**src/rtl/mips_pkg.sv**
```systemverilog
// mips_pkg: shared states, instruction classes, opcode/function constants and decode helper
package mips_pkg;

   typedef enum logic [2:0] {S_FETCH, S_DECODE, S_EXEC, S_MEM, S_WB, S_HALT} state_t;

   typedef enum logic [2:0] {I_ADDU, I_ADDIU, I_LW, I_SW, I_JR, I_BAD} instr_t;

   localparam logic [5:0] OP_RTYPE = 6'h00;
   localparam logic [5:0] OP_ADDIU = 6'h09;
   localparam logic [5:0] OP_LW    = 6'h23;
   localparam logic [5:0] OP_SW    = 6'h2B;

   localparam logic [5:0] FN_ADDU = 6'h21;
   localparam logic [5:0] FN_JR   = 6'h08;

   localparam logic [31:0] DEF_RESET_VECTOR = 32'hBFC0_0000;
   localparam logic [31:0] DEF_HALT_ADDR    = 32'h0000_0000;

   function automatic instr_t classify(input logic [5:0] op, input logic [5:0] fn);
      return (op == OP_RTYPE && fn == FN_ADDU) ? I_ADDU  :
             (op == OP_RTYPE && fn == FN_JR)   ? I_JR    :
             (op == OP_ADDIU)                  ? I_ADDIU :
             (op == OP_LW)                     ? I_LW    :
             (op == OP_SW)                     ? I_SW    : I_BAD;
   endfunction

endpackage

```
**src/rtl/mips_ctrl_decode.sv**
```systemverilog
// mips_ctrl_decode: combinational map from (state, opcode, func) to memory and datapath strobes
module mips_ctrl_decode
   import mips_pkg::*;
(
   input  state_t      i_state,
   input  logic [5:0]  i_opcode,
   input  logic [5:0]  i_func,
   output logic        o_instr_read,
   output logic        o_data_read,
   output logic        o_data_write,
   output logic        o_reg_dst,
   output logic        o_mem_to_reg,
   output logic        o_alu_src,
   output logic        o_reg_write
);

   instr_t w_kind;

   assign w_kind = classify(i_opcode, i_func);

   assign o_instr_read = (i_state == S_FETCH);
   // LW keeps data_read up through WB so the returned word stays valid for the write-back
   assign o_data_read  = (i_state == S_MEM || i_state == S_WB) && w_kind == I_LW;
   assign o_data_write = (i_state == S_MEM) && w_kind == I_SW;
   assign o_reg_write  = (i_state == S_WB);
   assign o_reg_dst    = ((i_state == S_EXEC || i_state == S_WB) && w_kind == I_ADDIU) ||
                         (i_state == S_WB && w_kind == I_LW);
   assign o_mem_to_reg = (i_state == S_WB) && w_kind == I_LW;
   // Immediate operand stays selected from EXEC through MEM and WB
   assign o_alu_src    = (i_state inside {S_EXEC, S_MEM, S_WB}) &&
                         (w_kind inside {I_ADDIU, I_LW, I_SW});

endmodule

```
**src/rtl/mips_mc_control.sv**
```systemverilog
// mips_mc_control: multi-cycle sequencer and PC owner for the ADDU/ADDIU/LW/SW/JR datapath
// Optional cycle/instruction counters are enabled by defining MIPS_CTRL_PERF_EN.
module mips_mc_control
   import mips_pkg::*;
#(
   parameter logic [31:0] RESET_VECTOR = DEF_RESET_VECTOR,
   parameter logic [31:0] HALT_ADDR    = DEF_HALT_ADDR
) (
   input  logic        clk,
   input  logic        reset,
   input  logic [31:0] instr_readdata,
   input  logic        instr_waitrequest,
   input  logic        data_waitrequest,
   input  logic [31:0] rs_data,
   output logic [31:0] instr_address,
   output logic        instr_read,
   output logic        data_read,
   output logic        data_write,
   output logic [4:0]  rs,
   output logic [4:0]  rt,
   output logic [4:0]  rd,
   output logic [5:0]  func_code,
   output logic [5:0]  ALUOp,
   output logic [15:0] alu_immediate,
   output logic        RegDst,
   output logic        MemtoReg,
   output logic        ALUSrc,
   output logic        RegWrite,
   output logic        active,
   output logic        illegal
`ifdef MIPS_CTRL_PERF_EN
   ,
   output logic [31:0] cycle_count,
   output logic [31:0] instr_count
`endif
);

   state_t      r_state;
   logic [31:0] r_pc;
   logic [31:0] r_ir;
   logic        r_illegal;
   instr_t      w_kind;
   logic        w_instr_read;
   logic        w_data_read;
   logic        w_data_write;
   logic        w_reg_dst;
   logic        w_mem_to_reg;
   logic        w_alu_src;
   logic        w_reg_write;

   assign w_kind = classify(r_ir[31:26], r_ir[5:0]);

   mips_ctrl_decode u_decode (
      .i_state      (r_state),
      .i_opcode     (r_ir[31:26]),
      .i_func       (r_ir[5:0]),
      .o_instr_read (w_instr_read),
      .o_data_read  (w_data_read),
      .o_data_write (w_data_write),
      .o_reg_dst    (w_reg_dst),
      .o_mem_to_reg (w_mem_to_reg),
      .o_alu_src    (w_alu_src),
      .o_reg_write  (w_reg_write)
   );

   // Strobes are forced low while reset is held so nothing is requested mid-reset
   assign instr_read    = w_instr_read & ~reset;
   assign data_read     = w_data_read  & ~reset;
   assign data_write    = w_data_write & ~reset;
   assign RegDst        = w_reg_dst    & ~reset;
   assign MemtoReg      = w_mem_to_reg & ~reset;
   assign ALUSrc        = w_alu_src    & ~reset;
   assign RegWrite      = w_reg_write  & ~reset;
   assign instr_address = r_pc;
   assign rs            = r_ir[25:21];
   assign rt            = r_ir[20:16];
   assign rd            = r_ir[15:11];
   assign func_code     = r_ir[5:0];
   assign ALUOp         = r_ir[31:26];
   assign alu_immediate = r_ir[15:0];
   assign active        = (r_state != S_HALT);
   assign illegal       = r_illegal;

   // Instruction sequencing: state, PC, latched IR and sticky illegal flag
   always_ff @(posedge clk or posedge reset) begin
      if (reset) begin
         r_state   <= S_FETCH;
         r_pc      <= RESET_VECTOR;
         r_ir      <= 32'h0;
         r_illegal <= 1'b0;
      end else begin
         case (r_state)
            S_FETCH: begin
               if (!instr_waitrequest) begin
                  r_ir    <= instr_readdata;
                  r_state <= S_DECODE;
               end
            end
            S_DECODE: begin
               r_state <= (w_kind == I_BAD) ? S_HALT : S_EXEC;
               if (w_kind == I_BAD) r_illegal <= 1'b1;
            end
            S_EXEC: begin
               if (w_kind == I_JR) begin
                  if (rs_data == HALT_ADDR) r_state <= S_HALT;
                  else begin
                     r_pc    <= rs_data;
                     r_state <= S_FETCH;
                  end
               end else r_state <= (w_kind == I_LW || w_kind == I_SW) ? S_MEM : S_WB;
            end
            S_MEM: begin
               if (!data_waitrequest) begin
                  if (w_kind == I_SW) begin
                     r_pc    <= r_pc + 32'd4;
                     r_state <= S_FETCH;
                  end else r_state <= S_WB;
               end
            end
            S_WB: begin
               r_pc    <= r_pc + 32'd4;
               r_state <= S_FETCH;
            end
            default: r_state <= S_HALT;
         endcase
      end
   end

`ifdef MIPS_CTRL_PERF_EN
   logic [31:0] r_cycle_count;
   logic [31:0] r_instr_count;
   logic        w_retire;

   assign w_retire = (r_state == S_WB) ||
                     (r_state == S_MEM && w_kind == I_SW && !data_waitrequest) ||
                     (r_state == S_EXEC && w_kind == I_JR && rs_data != HALT_ADDR);
   assign cycle_count = r_cycle_count;
   assign instr_count = r_instr_count;

   // Performance counters; both stop once the core halts
   always_ff @(posedge clk or posedge reset) begin
      if (reset) begin
         r_cycle_count <= 32'h0;
         r_instr_count <= 32'h0;
      end else begin
         if (r_state != S_HALT) r_cycle_count <= r_cycle_count + 32'd1;
         if (w_retire) r_instr_count <= r_instr_count + 32'd1;
      end
   end
`endif

endmodule

```
**config.mk**
```make
export PLATFORM = sky130hd
export DESIGN_NAME = mips_mc_control
export DESIGN_NICKNAME = d
export VERILOG_FILES = /design/src/rtl/mips_pkg.sv /design/src/rtl/mips_ctrl_decode.sv /design/src/rtl/mips_mc_control.sv
export SDC_FILE = /design/constraint.sdc
export NUM_CORES = 1
export LEC_CHECK = 0
export CORE_MARGIN = 1.5
export CORE_UTILIZATION = 45
export CTS_CLUSTER_DIAMETER = 40
export DETAILED_ROUTE_END_ITERATION = 8
export PLACE_DENSITY = 0.84
export REMOVE_ABC_BUFFERS = 1
export SLEW_MARGIN = 20
export SYNTH_ARGS = -nofsm -noshare
export SYNTH_HDL_FRONTEND = slang
export SYNTH_SLANG_ARGS = --single-unit
```
**constraint.sdc**
```tcl
create_clock -name clk -period 3.7 [get_ports clk]
set_clock_uncertainty 0.2 [all_clocks]
set_input_delay 0.74 -clock clk [delete_from_list [all_inputs] [get_ports clk]]
set_output_delay 0.74 -clock clk [all_outputs]
set_load 0.02 [all_outputs]
```
After elaboration in Yosys (flattened, before gate mapping):

Cells that the tools add are included.

* flip-flop bits (word level): 68
* bits in latches: 0
* RAM bits: 0
* ROM bits: 0
* bits of input ports: 68
* memories kept: 0

* add/subtract/negate cells: 1
* multipliers: 0
* divide/modulo/power cells: 0
* $lt $le $gt $ge: 0
* equality and inequality tests: 20
* shift operators: 0
* muxes and demuxes: 18
* bitwise logic cells: 9
* reduce and logical (&&, ||, !) cells: 20

Operators by type and width (count)
* $mux W32: 4
* $pmux W32 S3: 1
* $mux W3: 12
* $add A32 B3 Y32 const B: 1
* $logic_not A32 Y1: 1
* $eq A6 B6 Y1 const B: 3
* $pmux W3 S5: 1
* $eq A3 B2 Y1 const B: 4
* $eq A6 B4 Y1 const B: 2
* $ne A2 B2 Y1 const B: 5
* $eq A3 B3 Y1 const B: 3
* $and A1 B1 Y1: 7
* $logic_and A1 B1 Y1: 7
* $eq A3 B1 Y1 const B: 2
* $logic_not A6 Y1: 1
* $reduce_and A2 Y1: 3
* $reduce_bool A3 Y1: 2
* $reduce_and A5 Y1: 1
* $logic_or A1 B1 Y1: 4
* $logic_not A3 Y1: 1
* $ne A3 B3 Y1 const B: 1
* $not A1 Y1: 2

Depth between registers and ports, before layout:

* word-level depth: 11
* gate-level depth with buffers: 8
* mapped depth without buffers: 6

Modules after synthesis:

From an unflattened synthesis, not the netlist that was laid out.

* cell total of the unflattened synthesis: 419
* area, all modules: 4254.1 um^2

Modules (own cells, without submodules)
* mips_mc_control: instances 1, cells each 399, area an instance 4131.5 um^2, sequential area each 1712.9 um^2
* mips_ctrl_decode: instances 1, cells each 20, area an instance 122.6 um^2, sequential area each 0.0 um^2

Worst setup path after synthesis:

OpenSTA, ideal clock, no wires.

* kind: in2out
* from: input reset
* to: output MemtoReg
* data arrival time: 3026 ps
* data required time: 2760 ps
* path slack: -266 ps
* stages: 3
* path buffers: 0
* cells stage by stage: inv_1 nand2_1 nor4_1

* word-level cells in the longest chain between the ends: 2

RTL lines
* start, declared: line mips_mc_control.sv:10 `input logic reset,`
* $not A1 Y1: line mips_mc_control.sv:71 `assign MemtoReg = w_mem_to_reg & ~reset;`
* $and A1 B1 Y1: line mips_mc_control.sv:71
* end, declared: line mips_mc_control.sv:26 `output logic MemtoReg,`

Every way passes these cells.

Worst setup path in the final report:

* from: register r_state[2]
* to: output RegDst

* word-level cells in the longest chain between the ends: 5
* elaborated cells on any way between the ends: 7
* those cells by class: eq/ne (2); bitwise (1); reduce/logical (4)

RTL lines
* start, declared: line mips_mc_control.sv:38 `state_t r_state;`
* start signal, assigned: line mips_mc_control.sv:100 `r_state <= (w_kind == I_BAD) ? S_HALT : S_EXEC;`
* start signal, assigned: line mips_mc_control.sv:110 `end else r_state <= (w_kind == I_LW || w_kind == I_SW) ? S_MEM : S_WB;`
* $eq A3 B2 Y1 / $eq A3 B3 Y1 (equally long branches): line mips_ctrl_decode.sv:26, mips_ctrl_decode.sv:27
* $logic_or A1 B1 Y1: line mips_ctrl_decode.sv:26 `assign o_reg_dst = ((i_state == S_EXEC || i_state == S_WB) && w_kind == I_ADDIU) ||`
* $logic_and A1 B1 Y1: line mips_ctrl_decode.sv:26
* $logic_or A1 B1 Y1 *: line mips_ctrl_decode.sv:26
* $and A1 B1 Y1 *: line mips_mc_control.sv:70 `assign RegDst = w_reg_dst & ~reset;`
* end, declared: line mips_mc_control.sv:25 `output logic RegDst,`

Mark *: on every way between the ends. The rest lies on a longest branch, timed or not.

==> out/metrics.yaml <==
run_status:
  status: "finished clean"
worst_setup_path:
  max_stage_delay_ns: 0.69
  cp.required_ns: 2.76
  crit_slowest_cell: "clkdlybuf4s50_1"
  crit_path_start_kind: "register"
  crit_path_end_kind: "primary output"
  path_cells: "nand2b_1, nor2_1, a22oi_1, nor4b_1, clkdlybuf4s50_1"
  reg2reg_slack_ns: 0.84
  worstSetupPathType: "reg -> out"
  cp_max_fo: 15
  cp_data_arrival_time_ns: 2.52
floorplanning:
  core_area_um2: 8850
  dieArea_um2: 9810
  initial_core_util: 0.469
  rows: 34
  die_w_um: 99.1
  die_y_um: 99.1
  ioPinCount: 152
synthesis:
  synth.distinct_cells: 65
  synth.largest_area_cell: "dfrtp_1"
  synthesis.area_um2: 4150
  yosysWarnings: 0
  yosysSeqAreaShare: 0.413
  async_flop_share: 1.00
  synth_top_area_frac: 0.356
  synth_edf_count: 0
  synthTopCellsByCount: "dfrtp_1, nand2_1, mux2_2, a2bb2oi_1, nor4_1"
  ys_ff_latch: 68
  synthFlopType: "dfrtp_1"
  ys_top_cells_by_area: "dfrtp_1, mux2_2, dfstp_2"
  netlist_instances: 410
  avgSynthCellArea_um2: 10.1
  yosysMostFrequentCell: "dfrtp_1"
finish:
  num_antenna_cells: 0
  seq_area_um2: 1710
  drive_gt1_frac: 0.167
  multiInputGateArea_um2: 2140
  synthToLayoutAreaGrowth_pct: 39.4
  nFillCells: 700
  final_area_um2: 5790
  fin_nets: 610
timing:
  worstMarginPinSlew_ns: 0.941
  holdWs_ns: 0.277
  setup_viol: 0
  max_clock_freq_mhz: 289
  slew_violations: 0
  rsz0062_at_grt: "false"
  finalHoldViolations: 0
  relSlewSlack: 0.370
  post-route-min-period_ns: 3.46
  fin_crit_sh: 0.935
route:
  drt_pass1_iterations: 5
  ant_nets: 0
  via_per_inst: 6.23
  routed_wl_um: 12600
  avgRoutedWirePerCell_um: 19.3
  vias: 4065
  drc: 0
  drt_iter0_drc: 255
cts:
  clk_path_buf_depth: 2
  cts.htree.levels: 3
  cts_setup_buffers: 0
  clkSlewWorstSetupHoldPaths_ns: 0.08
  cts-root-buf: "clkbuf_8"
  hold_buffers: 0
  numCtsBuffers: 9
  clk_latency_ns: 0.34
  cts_tree: "yes"
  cts.sinks: 68
  post_cts_resized: 0
worst_hold_path:
  min_path_type: "reg -> reg"
place:
  post-dp-hpwl_um: 9000
  port_buffers: 151
  dpl-instance-area_um2: 5620
  place_congestion: 0.932
job:
  maxCapViolations: 0
global_route:
  grt_pass1_wl_um: 20500
  grt_pass1_vias: 3920
  grt_overflow: 0
  grt_use_total: 0.259
  antenna_found_initial: 0
  grt_start_max_net_pins: 44
pwr:
  peakVddDrop_mv: 0.200
  p_per_area_nw_per_um2: 267
  power_leakage_nw: 2.27
  total_power_mw: 1.55
## sequential cells by signal (all words and copies together), names as in the netlist
| name | flops |
|---|---|
| r_state | 3 |
| instr_address | 32 |
| r_ir | 32 |
| illegal | 1 |
## worst paths after layout
path / from / endpoint / cells past startpoint
min in group asynchronous: reset / illegal / 3
max: r_state[2] / RegDst / 5
max reg2reg: r_state[2] / instr_address[28] / 5
max in group asynchronous: reset / instr_address[4] / 3
min: illegal / illegal / 1
min reg2reg: illegal / illegal / 1
## critical path: cells and delay by family, from the launching register on
family | cells | cell delay [ns]
compound gates | 1 | 0.10
buf+inv | 1 | 0.69
flops | 1 | 0.67
simple gates | 3 | 0.73
## placed cells by master (no fill, tap or decap), drive strengths merged, types with 9 or more instances in the layout
| cell type | count |
|---|---|
| clkbuf | 9 |
| nand3 | 21 |
| nor2 | 14 |
| o21ai | 17 |
| a2bb2oi | 26 |
| buf | 12 |
| clkdlybuf4s50 | 151 |
| mux2 | 33 |
| a221oi | 12 |
| dfrtp | 59 |
| o22ai | 12 |
| a21oi | 11 |
| nor4 | 26 |
| dfstp | 9 |
| nand4 | 15 |
| nand2 | 33 |
## metrics by stage
stage / utilization / setup slack [ns] / setup TNS [ns] / instances
after floorplan: - / -0.266 / -0.369 / 367
after CTS: 0.654 / 0.266 / 0 / 653
after detailed placement: 0.635 / 0.491 / 0 / 638
after global placement: 0.635 / 0.521 / 0 / 638
after global routing: 0.654 / 0.0236 / 0 / 653
final: 0.654 / 0.242 / 0 / 653
## power breakdown
group | internal (mW) | switching, mW | total (mW)
registers | 0.761 | 0.0170 | 0.778
clock network | 0.239 | 0.307 | 0.546
logic | 0.129 | 0.0931 | 0.222
total | 1.13 | 0.417 | 1.55
## cells by family after synthesis
kind of cell,Yosys count,share of synthesized area
and+or+nand+nor,146,0.202
AOI/OAI and AO/OA,111,0.212
muxes,35,0.0943
buffers and inverters,49,0.0763
adders and majority gates,1,0.00301
DFF,68,0.413
## final cells by class
class | instances | area share
Inverter | 6 | 0.00389
Multi-Input combinational cell | 293 | 0.369
Timing Repair Buffer | 163 | 0.279
Tap cell | 108 | 0.0233
Clock inverter | 6 | 0.00713
Sequential cell | 68 | 0.296
Clock buffer | 9 | 0.0214
## metal layers
layer,share of wire,global-route usage,vias to the layer above
met2,0.49,0.422,209
met3,0.064,0.0362,29
li1,-,-,1858
met5,0,0,-
met4,0.020,0.0997,0
met1,0.42,0.350,1969
(Power assumes the default switching activity.)
